==> config.mk <==
export PLATFORM = sky130hd
export DESIGN_NAME = flow_tx
export DESIGN_NICKNAME = d
export VERILOG_FILES = /design/src/rtl/flow_pkg.sv /design/src/rtl/flow_tx_wrr_arbiter.sv /design/src/rtl/flow_tx.sv
export SDC_FILE = /design/constraint.sdc
export NUM_CORES = 1
export LEC_CHECK = 0
export ABC_AREA = 1
export CORE_ASPECT_RATIO = 1.25
export CORE_MARGIN = 10
export CORE_UTILIZATION = 39
export DETAILED_ROUTE_END_ITERATION = 10
export PLACE_DENSITY_LB_ADDON = 0.1
export SLEW_MARGIN = 15
export SYNTH_ARGS = -nofsm -noshare
export SYNTH_HDL_FRONTEND = slang
export SYNTH_SLANG_ARGS = --single-unit
==> constraint.sdc <==
create_clock -name clk -period 5.45 [get_ports clk]
set_clock_uncertainty 0.1 [all_clocks]
set_input_delay 0.545 -clock clk [delete_from_list [all_inputs] [get_ports clk]]
set_output_delay 0.545 -clock clk [all_outputs]
set_load 0.01 [all_outputs]
==> src/rtl/flow_pkg.sv <==
// Shared constants and types for the transmit-side flow-control consumer.
package flow_pkg;

    localparam int NUM_VC         = 4;
    localparam int VC_IDX_W       = 2;
    localparam int DEFAULT_WEIGHT = 0;

    // Bit position of each state inside the one-hot state vector
    localparam int S_RESET_IDX  = 0;
    localparam int S_CONFIG_IDX = 1;
    localparam int S_RUN_IDX    = 2;
    localparam int S_ERROR_IDX  = 3;

    typedef enum logic [3:0] {
        ST_RESET  = 4'(1 << S_RESET_IDX),
        ST_CONFIG = 4'(1 << S_CONFIG_IDX),
        ST_RUN    = 4'(1 << S_RUN_IDX),
        ST_ERROR  = 4'(1 << S_ERROR_IDX)
    } state_t;

    // Turns a VC index into a one-hot VC mask
    function automatic logic [NUM_VC-1:0] idx_to_onehot(input logic [VC_IDX_W-1:0] idx);
        return NUM_VC'(1) << idx;
    endfunction

endpackage

==> src/rtl/flow_tx_wrr_arbiter.sv <==
// Weighted round-robin arbiter: owns the turn pointer and the per-turn
// credit counter, and finds the next eligible VC in cyclic order.
module wrr_arbiter
    import flow_pkg::*;
#(
    parameter int WEIGHT_W = 2
) (
    input  logic                       clk,
    input  logic                       rst,
    input  logic                       start,
    input  logic                       advance,
    input  logic [NUM_VC-1:0]          eligible,
    input  logic [NUM_VC*WEIGHT_W-1:0] weights,
    output logic [NUM_VC-1:0]          grant,
    output logic [VC_IDX_W-1:0]        grant_idx,
    output logic                       grant_valid
);

    // Credit must hold weight+1, so it is one bit wider than a weight
    localparam int CRED_W = WEIGHT_W + 1;

    logic [VC_IDX_W-1:0] ptr;
    logic [VC_IDX_W-1:0] ptr_n;
    logic [CRED_W-1:0]   credit;
    logic [CRED_W-1:0]   credit_n;
    logic [CRED_W-1:0]   turn_credit;
    logic [VC_IDX_W-1:0] after_idx;

    // Full credit for one turn of a VC: its weight plus one word
    function automatic logic [CRED_W-1:0] full_credit(
        input logic [NUM_VC*WEIGHT_W-1:0] w,
        input logic [VC_IDX_W-1:0]        idx
    );
        return CRED_W'(w[idx*WEIGHT_W +: WEIGHT_W]) + CRED_W'(1);
    endfunction

    // Cyclic search from the pointer; scanning far-to-near lets the nearest eligible VC win
    always_comb begin
        grant_idx   = ptr;
        grant_valid = 1'b0;
        for (int k = NUM_VC - 1; k >= 0; k--) begin
            if (eligible[2'(ptr + 2'(k))]) begin
                grant_idx   = 2'(ptr + 2'(k));
                grant_valid = 1'b1;
            end
        end
        grant = grant_valid ? idx_to_onehot(grant_idx) : '0;
    end

    // Next pointer/credit after a pop; a skipped-to VC starts a fresh turn and this pop is its first word
    always_comb begin
        turn_credit = (grant_idx == ptr) ? credit : full_credit(weights, grant_idx);
        after_idx   = 2'(grant_idx + 2'd1);
        ptr_n       = grant_idx;
        credit_n    = turn_credit - CRED_W'(1);
        if (turn_credit == CRED_W'(1)) begin
            ptr_n    = after_idx;
            credit_n = full_credit(weights, after_idx);
        end
    end

    // Pointer and credit registers, restarted at VC0 when transmission begins
    always_ff @(posedge clk) begin
        if (!rst) begin
            ptr    <= '0;
            credit <= CRED_W'(1);
        end else if (start) begin
            ptr    <= '0;
            credit <= full_credit(weights, '0);
        end else if (advance && grant_valid) begin
            ptr    <= ptr_n;
            credit <= credit_n;
        end
    end

endmodule

==> src/rtl/flow_tx.sv <==
// Transmit-side flow-control consumer: drains four VC FIFOs into one
// registered stream under WRR arbitration, honouring per-VC pauses.
module flow_tx
    import flow_pkg::*;
#(
    parameter int DATA_W   = 6,
    parameter int WEIGHT_W = 2
) (
    input  logic                       clk,
    input  logic                       rst,
    input  logic                       enb,
    input  logic                       iniciar,
    input  logic                       cfg_load,
    input  logic [NUM_VC*WEIGHT_W-1:0] cfg_weights,
    input  logic [NUM_VC-1:0]          pausa,
    input  logic [NUM_VC-1:0]          continuar,
    input  logic [NUM_VC-1:0]          error_full,
    input  logic                       idle,
    input  logic [NUM_VC-1:0]          vc_empty,
    input  logic [NUM_VC*DATA_W-1:0]   vc_data,
    output logic [NUM_VC-1:0]          vc_pop,
    output logic [DATA_W-1:0]          tx_data,
    output logic [VC_IDX_W-1:0]        tx_vc,
    output logic                       tx_valid,
    output logic                       stalled,
    output logic                       error
);

    state_t                     state;
    state_t                     state_n;
    logic [NUM_VC-1:0]          paused;
    logic [NUM_VC-1:0]          eligible;
    logic [NUM_VC-1:0]          grant;
    logic [VC_IDX_W-1:0]        grant_idx;
    logic                       grant_valid;
    logic [NUM_VC*WEIGHT_W-1:0] weights;
    logic                       pop_en;
    logic                       arb_start;

    assign eligible = ~vc_empty & ~paused;
    assign vc_pop   = pop_en ? grant : '0;

    wrr_arbiter #(
        .WEIGHT_W (WEIGHT_W)
    ) u_arb (
        .clk         (clk),
        .rst         (rst),
        .start       (arb_start),
        .advance     (pop_en),
        .eligible    (eligible),
        .weights     (weights),
        .grant       (grant),
        .grant_idx   (grant_idx),
        .grant_valid (grant_valid)
    );

    // Next state and per-state outputs; an overflow error in RUN wins over any pop
    always_comb begin
        state_n   = state;
        pop_en    = 1'b0;
        arb_start = 1'b0;
        stalled   = 1'b0;
        error     = 1'b0;
        unique case (state)
            ST_RESET: begin
                state_n = ST_CONFIG;
            end
            ST_CONFIG: begin
                if (iniciar) begin
                    state_n   = ST_RUN;
                    arb_start = enb;
                end
            end
            ST_RUN: begin
                stalled = (vc_empty != '1) && !grant_valid;
                if (error_full != '0) begin
                    state_n = ST_ERROR;
                end else begin
                    pop_en = enb && rst;
                end
            end
            ST_ERROR: begin
                error = 1'b1;
            end
            default: begin
                state_n = ST_RESET;
            end
        endcase
    end

    // State register; enb low freezes the FSM
    always_ff @(posedge clk) begin
        if (!rst) begin
            state <= ST_RESET;
        end else if (enb) begin
            state <= state_n;
        end
    end

    // Arbitration weight table, writable only while configuring
    always_ff @(posedge clk) begin
        if (!rst) begin
            weights <= {NUM_VC{WEIGHT_W'(DEFAULT_WEIGHT)}};
        end else if (enb && state == ST_CONFIG && cfg_load) begin
            weights <= cfg_weights;
        end
    end

    // Pause flags: a pause request beats a simultaneous resume or idle release
    always_ff @(posedge clk) begin
        if (!rst) begin
            paused <= '0;
        end else if (enb) begin
            paused <= pausa | (paused & ~(continuar | {NUM_VC{idle}}));
        end
    end

    // Output stage: the popped head word appears one cycle after its pop
    always_ff @(posedge clk) begin
        if (!rst) begin
            tx_valid <= 1'b0;
            tx_data  <= '0;
            tx_vc    <= '0;
        end else if (enb) begin
            tx_valid <= |vc_pop;
            if (|vc_pop) begin
                tx_data <= vc_data[grant_idx*DATA_W +: DATA_W];
                tx_vc   <= grant_idx;
            end
        end else begin
            tx_valid <= 1'b0;
        end
    end

endmodule
* Yosys cells after proc, flatten, opt, wreduce, memory -nomap -nowiden
Index checks and enable logic that the tools add are counted.
Cells by class: equal/unequal tests 9, muxes and demuxes 32, $lt $le $gt $ge 4, reductions and logical operators 13, bitwise operators 9, shift operators 4, $add $sub $neg 8, multiply operators 1
Operators with widths (number):
- $shiftx A24 B6 Y6 | 1
- $mux W4 | 4
- $pmux W4 S4 | 1
- $shiftx A8 B4 Y2 | 2
- $mux W1 | 14
- $lt A2 B3 Y1 const B | 4
- $mux W3 | 4
- $not A4 Y4 | 3
- $mux W2 | 5
- $add A2 B1 Y3 const B | 3
- $and A4 B4 Y4 | 2
- $bmux W1 S2 | 4
- $or A4 B4 Y4 | 2
- $logic_and A1 B1 Y1 | 5
- $add A2 B1 Y2 const B | 2
- $add A2 B2 Y2 const B | 2
- $eq A4 B1 Y1 const B | 1
- $eq A4 B2 Y1 const B | 1
- $eq A4 B3 Y1 const B | 1
- $eq A4 B4 Y1 const B | 1
- $mul A2 B2 Y4 const B | 1
- $ne A2 B2 Y1 const B | 2
- $ne A4 B4 Y1 const B | 1
- $reduce_and A2 Y1 | 2
- 11 further kinds | 12
Storage, ports and cells: input bits 54, logic and storage cells 88, flip-flop bits (word level) 30, output and inout bits 15

* Depth between registers and ports, before layout
word-level depth 15, gate-level depth with buffers 23, gate-level depth less buffers 22

* Hierarchy
From an unflattened synthesis, not the netlist that was laid out.
Second synthesis, totals: cell total of the unflattened synthesis 365, area, all modules 2292.2 sq um
Modules (own cells, without submodules):
- flow_tx | area an instance 1348.8 sq um, cells an instance 197, sequential area each 500.5 sq um, instances 1
- wrr_arbiter | area an instance 943.4 sq um, cells an instance 168, sequential area each 100.1 sq um, instances 1

* Least setup slack after synthesis
No wires, ideal clock.
path kind in2reg, start point input vc_empty[3], end point register u_arb.credit[2], path buffers 0, path slack 2685 ps, required time 5218 ps, setup time 132 ps, stages on the path 20, arrival time 2532 ps, cells stage by stage nor2_1 > nand2_1 > nand2_1 > nand2_1 > nand2_1 > inv_1 > nand2_2 > nand2_1 > nand2_2 > nand2_1 > nand3_1 > nand2_2 > o21ai_0 > nand3_1 > o21ai_0 > ha_1 > mux2i_1 > nand3_1 > nand3_1 > a21oi_1
On the way: word-level cells in the longest chain between the ends 15, elaborated cells between the ends (all ways) 32, those cells by class 4 x add/sub; 2 x eq/ne; 2 x shift; 20 x mux; 2 x bitwise; 2 x reduce/logical
RTL lines:
- start, declared | line flow_tx.sv:19 | input logic [NUM_VC-1:0] vc_empty,
- $not A4 Y4 (*) | line flow_tx.sv:40 | assign eligible = ~vc_empty & ~paused;
- $and A4 B4 Y4 (*) | line flow_tx.sv:40
- $bmux W1 S2 | line flow_tx_wrr_arbiter.sv:42 | if (eligible[2'(ptr + 2'(k))]) begin
- $mux W1 (implied by the code) | line flow_tx_wrr_arbiter.sv:42
- $mux W2 (4 in a row) | line flow_tx_wrr_arbiter.sv:42
- $shiftx A8 B4 Y2 | line flow_tx_wrr_arbiter.sv:34 | return CRED_W'(w[idx*WEIGHT_W +: WEIGHT_W]) + CRED_W'(1);
- $add A2 B1 Y3 | line flow_tx_wrr_arbiter.sv:34
- $mux W3 | line flow_tx_wrr_arbiter.sv:52 | turn_credit = (grant_idx == ptr) ? credit : full_credit(weights, grant_idx);
- $sub A3 B1 Y3 / $eq A3 B1 Y1 (equally long branches) | line flow_tx_wrr_arbiter.sv:55, flow_tx_wrr_arbiter.sv:56
- $mux W3 | line flow_tx_wrr_arbiter.sv:56 | if (turn_credit == CRED_W'(1)) begin
- $mux W3 | line flow_tx_wrr_arbiter.sv:70 | end else if (advance && grant_valid) begin
- $mux W3 | line flow_tx_wrr_arbiter.sv:67 | end else if (start) begin
- end signal, assigned | line flow_tx_wrr_arbiter.sv:69 | credit <= full_credit(weights, '0);
- end signal, assigned | line flow_tx_wrr_arbiter.sv:72 | credit <= credit_n;
- end, declared | line flow_tx_wrr_arbiter.sv:24 | logic [CRED_W-1:0] credit;
Every way passes the cells marked *; elsewhere a longest branch is shown, timed or not. The select of a mux whose other input is x is not followed. A chain may end at the register's enable or synchronous reset.

* Worst setup path in the final report
start point input vc_empty[3], end point output vc_pop[3]
On the way: word-level cells in the longest chain between the ends 11, elaborated cells between the ends (all ways) 21, those cells by class 1 x shift; 18 x mux; 2 x bitwise
RTL lines:
- $not A4 Y4 (*) | line flow_tx.sv:40
- $and A4 B4 Y4 (*) | line flow_tx.sv:40
- $bmux W1 S2 | line flow_tx_wrr_arbiter.sv:42
- $mux W1 (implied by the code) | line flow_tx_wrr_arbiter.sv:42
- $mux W2 (4 in a row) | line flow_tx_wrr_arbiter.sv:42
- $shl A1 B2 Y4 | line flow_pkg.sv:23 | return NUM_VC'(1) << idx;
- $mux W4 (*) | line flow_tx_wrr_arbiter.sv:47 | grant = grant_valid ? idx_to_onehot(grant_idx) : '0;
- $mux W4 (*) | line flow_tx.sv:41 | assign vc_pop = pop_en ? grant : '0;
- end, declared | line flow_tx.sv:21 | output logic [NUM_VC-1:0] vc_pop,
Marks and branches as above.

==> results.yml <==
run_status:
  outcome: "complete, no violations"
synth:
  synth_area_um2: 1967
  ys.flop_type: "dfxtp_1"
  synth-seq-area-share: 0.3053
  synthArstFlopShare: 0
  syn_inst: 299
  yosys_warnings: 0
  syn_area_per_cell_um2: 6.578
  syn_nets: 357
  synth_edf_count: 0
  yosys_register_bits: 30
  ys_types: 38
cells_and_area:
  layout_common_cells: "nand2_1 (81), clkdlybuf4s50_1 (68), inv_1 (33), dfxtp_1 (30), a21oi_1 (27)"
  final_common_cell: "nand2_1"
  n_antenna_cell: 0
  area_growth_pct: 40.90
  drive_above_1_share: 0.07902
  fin_nets: 424
  stdcell_count: 427
  finish.instance_area_um2: 2771
  n_fill_cell: 456
timing:
  slew_viol_final: 0
  setup_viol: 0
  hold_viol: 0
  fmax_mhz: 257.2
  tns_ps: 0
  fin_hold_ws_ps: 374.8
  period_share: 0.7133
  tightest_slew_ps: 606.6
  rsz0062_at_grt: "false"
  maxSlewHeadroom: 0.5944
  period_needed_ps: 3888
floorplanning:
  rows: 28
  die_area_um2: 8302
  start_util: 0.4098
  io_pins: 69
  die_x_um: 83.52
  core_region_area_um2: 4800
  die_h_um: 99.40
drt:
  vias: 2171
  drc: 0
  first_pass_iters: 4
  post_drt_wl_per_cell_um: 13.99
  viasPerCell: 5.084
  postRouteAntennaNets: 0
  drt-total-wl_um: 5975
  drt_iter0_drc: 91
power_and_ir_drop:
  pwr_density_cell_nw_per_um2: 204.1
  total_power_mw: 0.5656
  p_leak_nw: 1.187
  vdd_drop_max_mv: 0.1199
hold_path:
  hold_class: "flip-flop to flip-flop"
clock_tree:
  htreeDepth: 2
  cts_root_buf: "clkbuf_8"
  clock_latency_ps: 280
  cts_made_buffers: 5
  postCtsSetupBuffers: 0
  cts-resized-gates: 0
  cts_tree: "yes"
  path_clk_slew_ps: 70
  cts_hold_buf: 0
  clk_path_buf_depth: 2
  cts.sinks: 30
global_routing:
  overflow: 0
  grt_max_degree: 20
  grt_usage: 0.1434
  grt_pass1_wl_um: 10030
  antenna_found_initial: 0
  grt_pass1_vias: 2155
setup_path:
  startpoint: "vc_empty[3]"
  critical_path.endpoint: "vc_pop[3]"
  worstSetupPathType: "input port to primary output"
  path_max_fanout: 18
  crit_arrival_ps: 3240
  cp-end-kind: "primary output"
  r2r_end: "u_arb.credit[2]"
  cp.required_ps: 4810
  reg2reg_depth: 19
  startpoint_type: "input port"
  r2r_setup_slack_ps: 2360
  rr_startpoint: "u_arb.ptr[0]"
place:
  hpwl_um: 4823
  gp_congestion: 0.8120
  place_inst: 419
  dpl_cell_area_um2: 2680
  io_buffers: 68
run:
  cap_viol_max_count: 0
==> worst max-delay path, cell delays in order <==
cell	delay (ps)
clkdlybuf4s50_1	430
nor2_1	170
nand2_1	70
nand2_1	90
nand2_1	120
nand2_1	120
nor4_1	80
inv_1	60
nand4_1	360
inv_2	410
nand2_1	150
nor2_1	100
clkdlybuf4s50_1	540
==> cell families (layout without fill, tap and decap cells) <==
kind of cell | count (synthesis) | count (layout) | share of synthesized area
buffers and inverters | 45 | 113 | 0.09606
and+or+nand+nor | 148 | 148 | 0.3537
muxes | 1 | 1 | 0.005089
DFF | 30 | 30 | 0.3053
adders and majority gates | 4 | 4 | 0.02545
AOI/OAI and AO/OA | 71 | 71 | 0.2144
==> how the worst min path moves through the flow <==
stage,start,endpoint,cells past startpoint
6_report,paused[1],paused[1],2
3_5_place_dp,paused[1],paused[1],2
4_1_cts,weights[4],weights[4],2
5_1_grt,paused[3],paused[3],2
2_1_floorplan,paused[0],paused[0],2
3_3_place_gp,weights[6],weights[6],2
==> metrics by stage <==
step / setup slack, ps / utilization
after floorplan: 2685 / -
after global placement: 1639 / 0.5584
after detailed placement: 1560 / 0.5584
after CTS: 1553 / 0.5774
after global routing: 1243 / 0.5774
final: 1562 / 0.5774
==> synth_stat cells (2+ instances only) <==
master,n,share of area
nand2_1,81,0.15
inv_1,33,0.063
dfxtp_1,30,0.31
a21oi_1,27,0.069
nand3_1,23,0.059
o21ai_0,20,0.051
nor2_1,17,0.032
nand2_2,7,0.022
a31oi_1,6,0.019
clkbuf_1,5,0.0095
nand4_1,5,0.016
ha_1,4,0.025
a22o_1,3,0.013
inv_2,3,0.0057
nand2_4,3,0.017
nand3_2,3,0.015
nor4_1,3,0.0095
o22ai_1,3,0.0095
a22oi_1,2,0.0076
nand3b_1,2,0.0076
o211ai_1,2,0.0076
==> report_power, final <==
group / internal, mW / switching, mW / total, mW
combinational: 0.0729 / 0.0797 / 0.153
clock: 0.102 / 0.0833 / 0.185
sequential: 0.224 / 0.00360 / 0.228
total: 0.399 / 0.167 / 0.566
==> routing by layer <==
layer,share of wire,up-vias,GRT usage
met4,0.012,0,0.04258
met5,0,-,0
met3,0.073,6,0.04980
met2,0.50,64,0.2607
met1,0.42,963,0.1524
li1,-,1138,-
==> cell type report <==
type                       instances  area, µm²  share of cell area
inverter                          37      146.4             0.05282
sequential                        30      600.6              0.2167
tap                               60      75.07             0.02709
multi-input combinational        224       1177              0.4248
clock inverter                     1      5.005            0.001806
clock buffer                       7      86.33             0.03115
timing repair buffer              68      680.7              0.2456
==> flip-flops by register name, summed over array words and instances (netlist names) <==
signal        flops
paused            4
state             4
tx_data           6
tx_valid          1
tx_vc             2
u_arb.credit      3
u_arb.ptr         2
weights           8
Power figures use the tool's default switching activity.
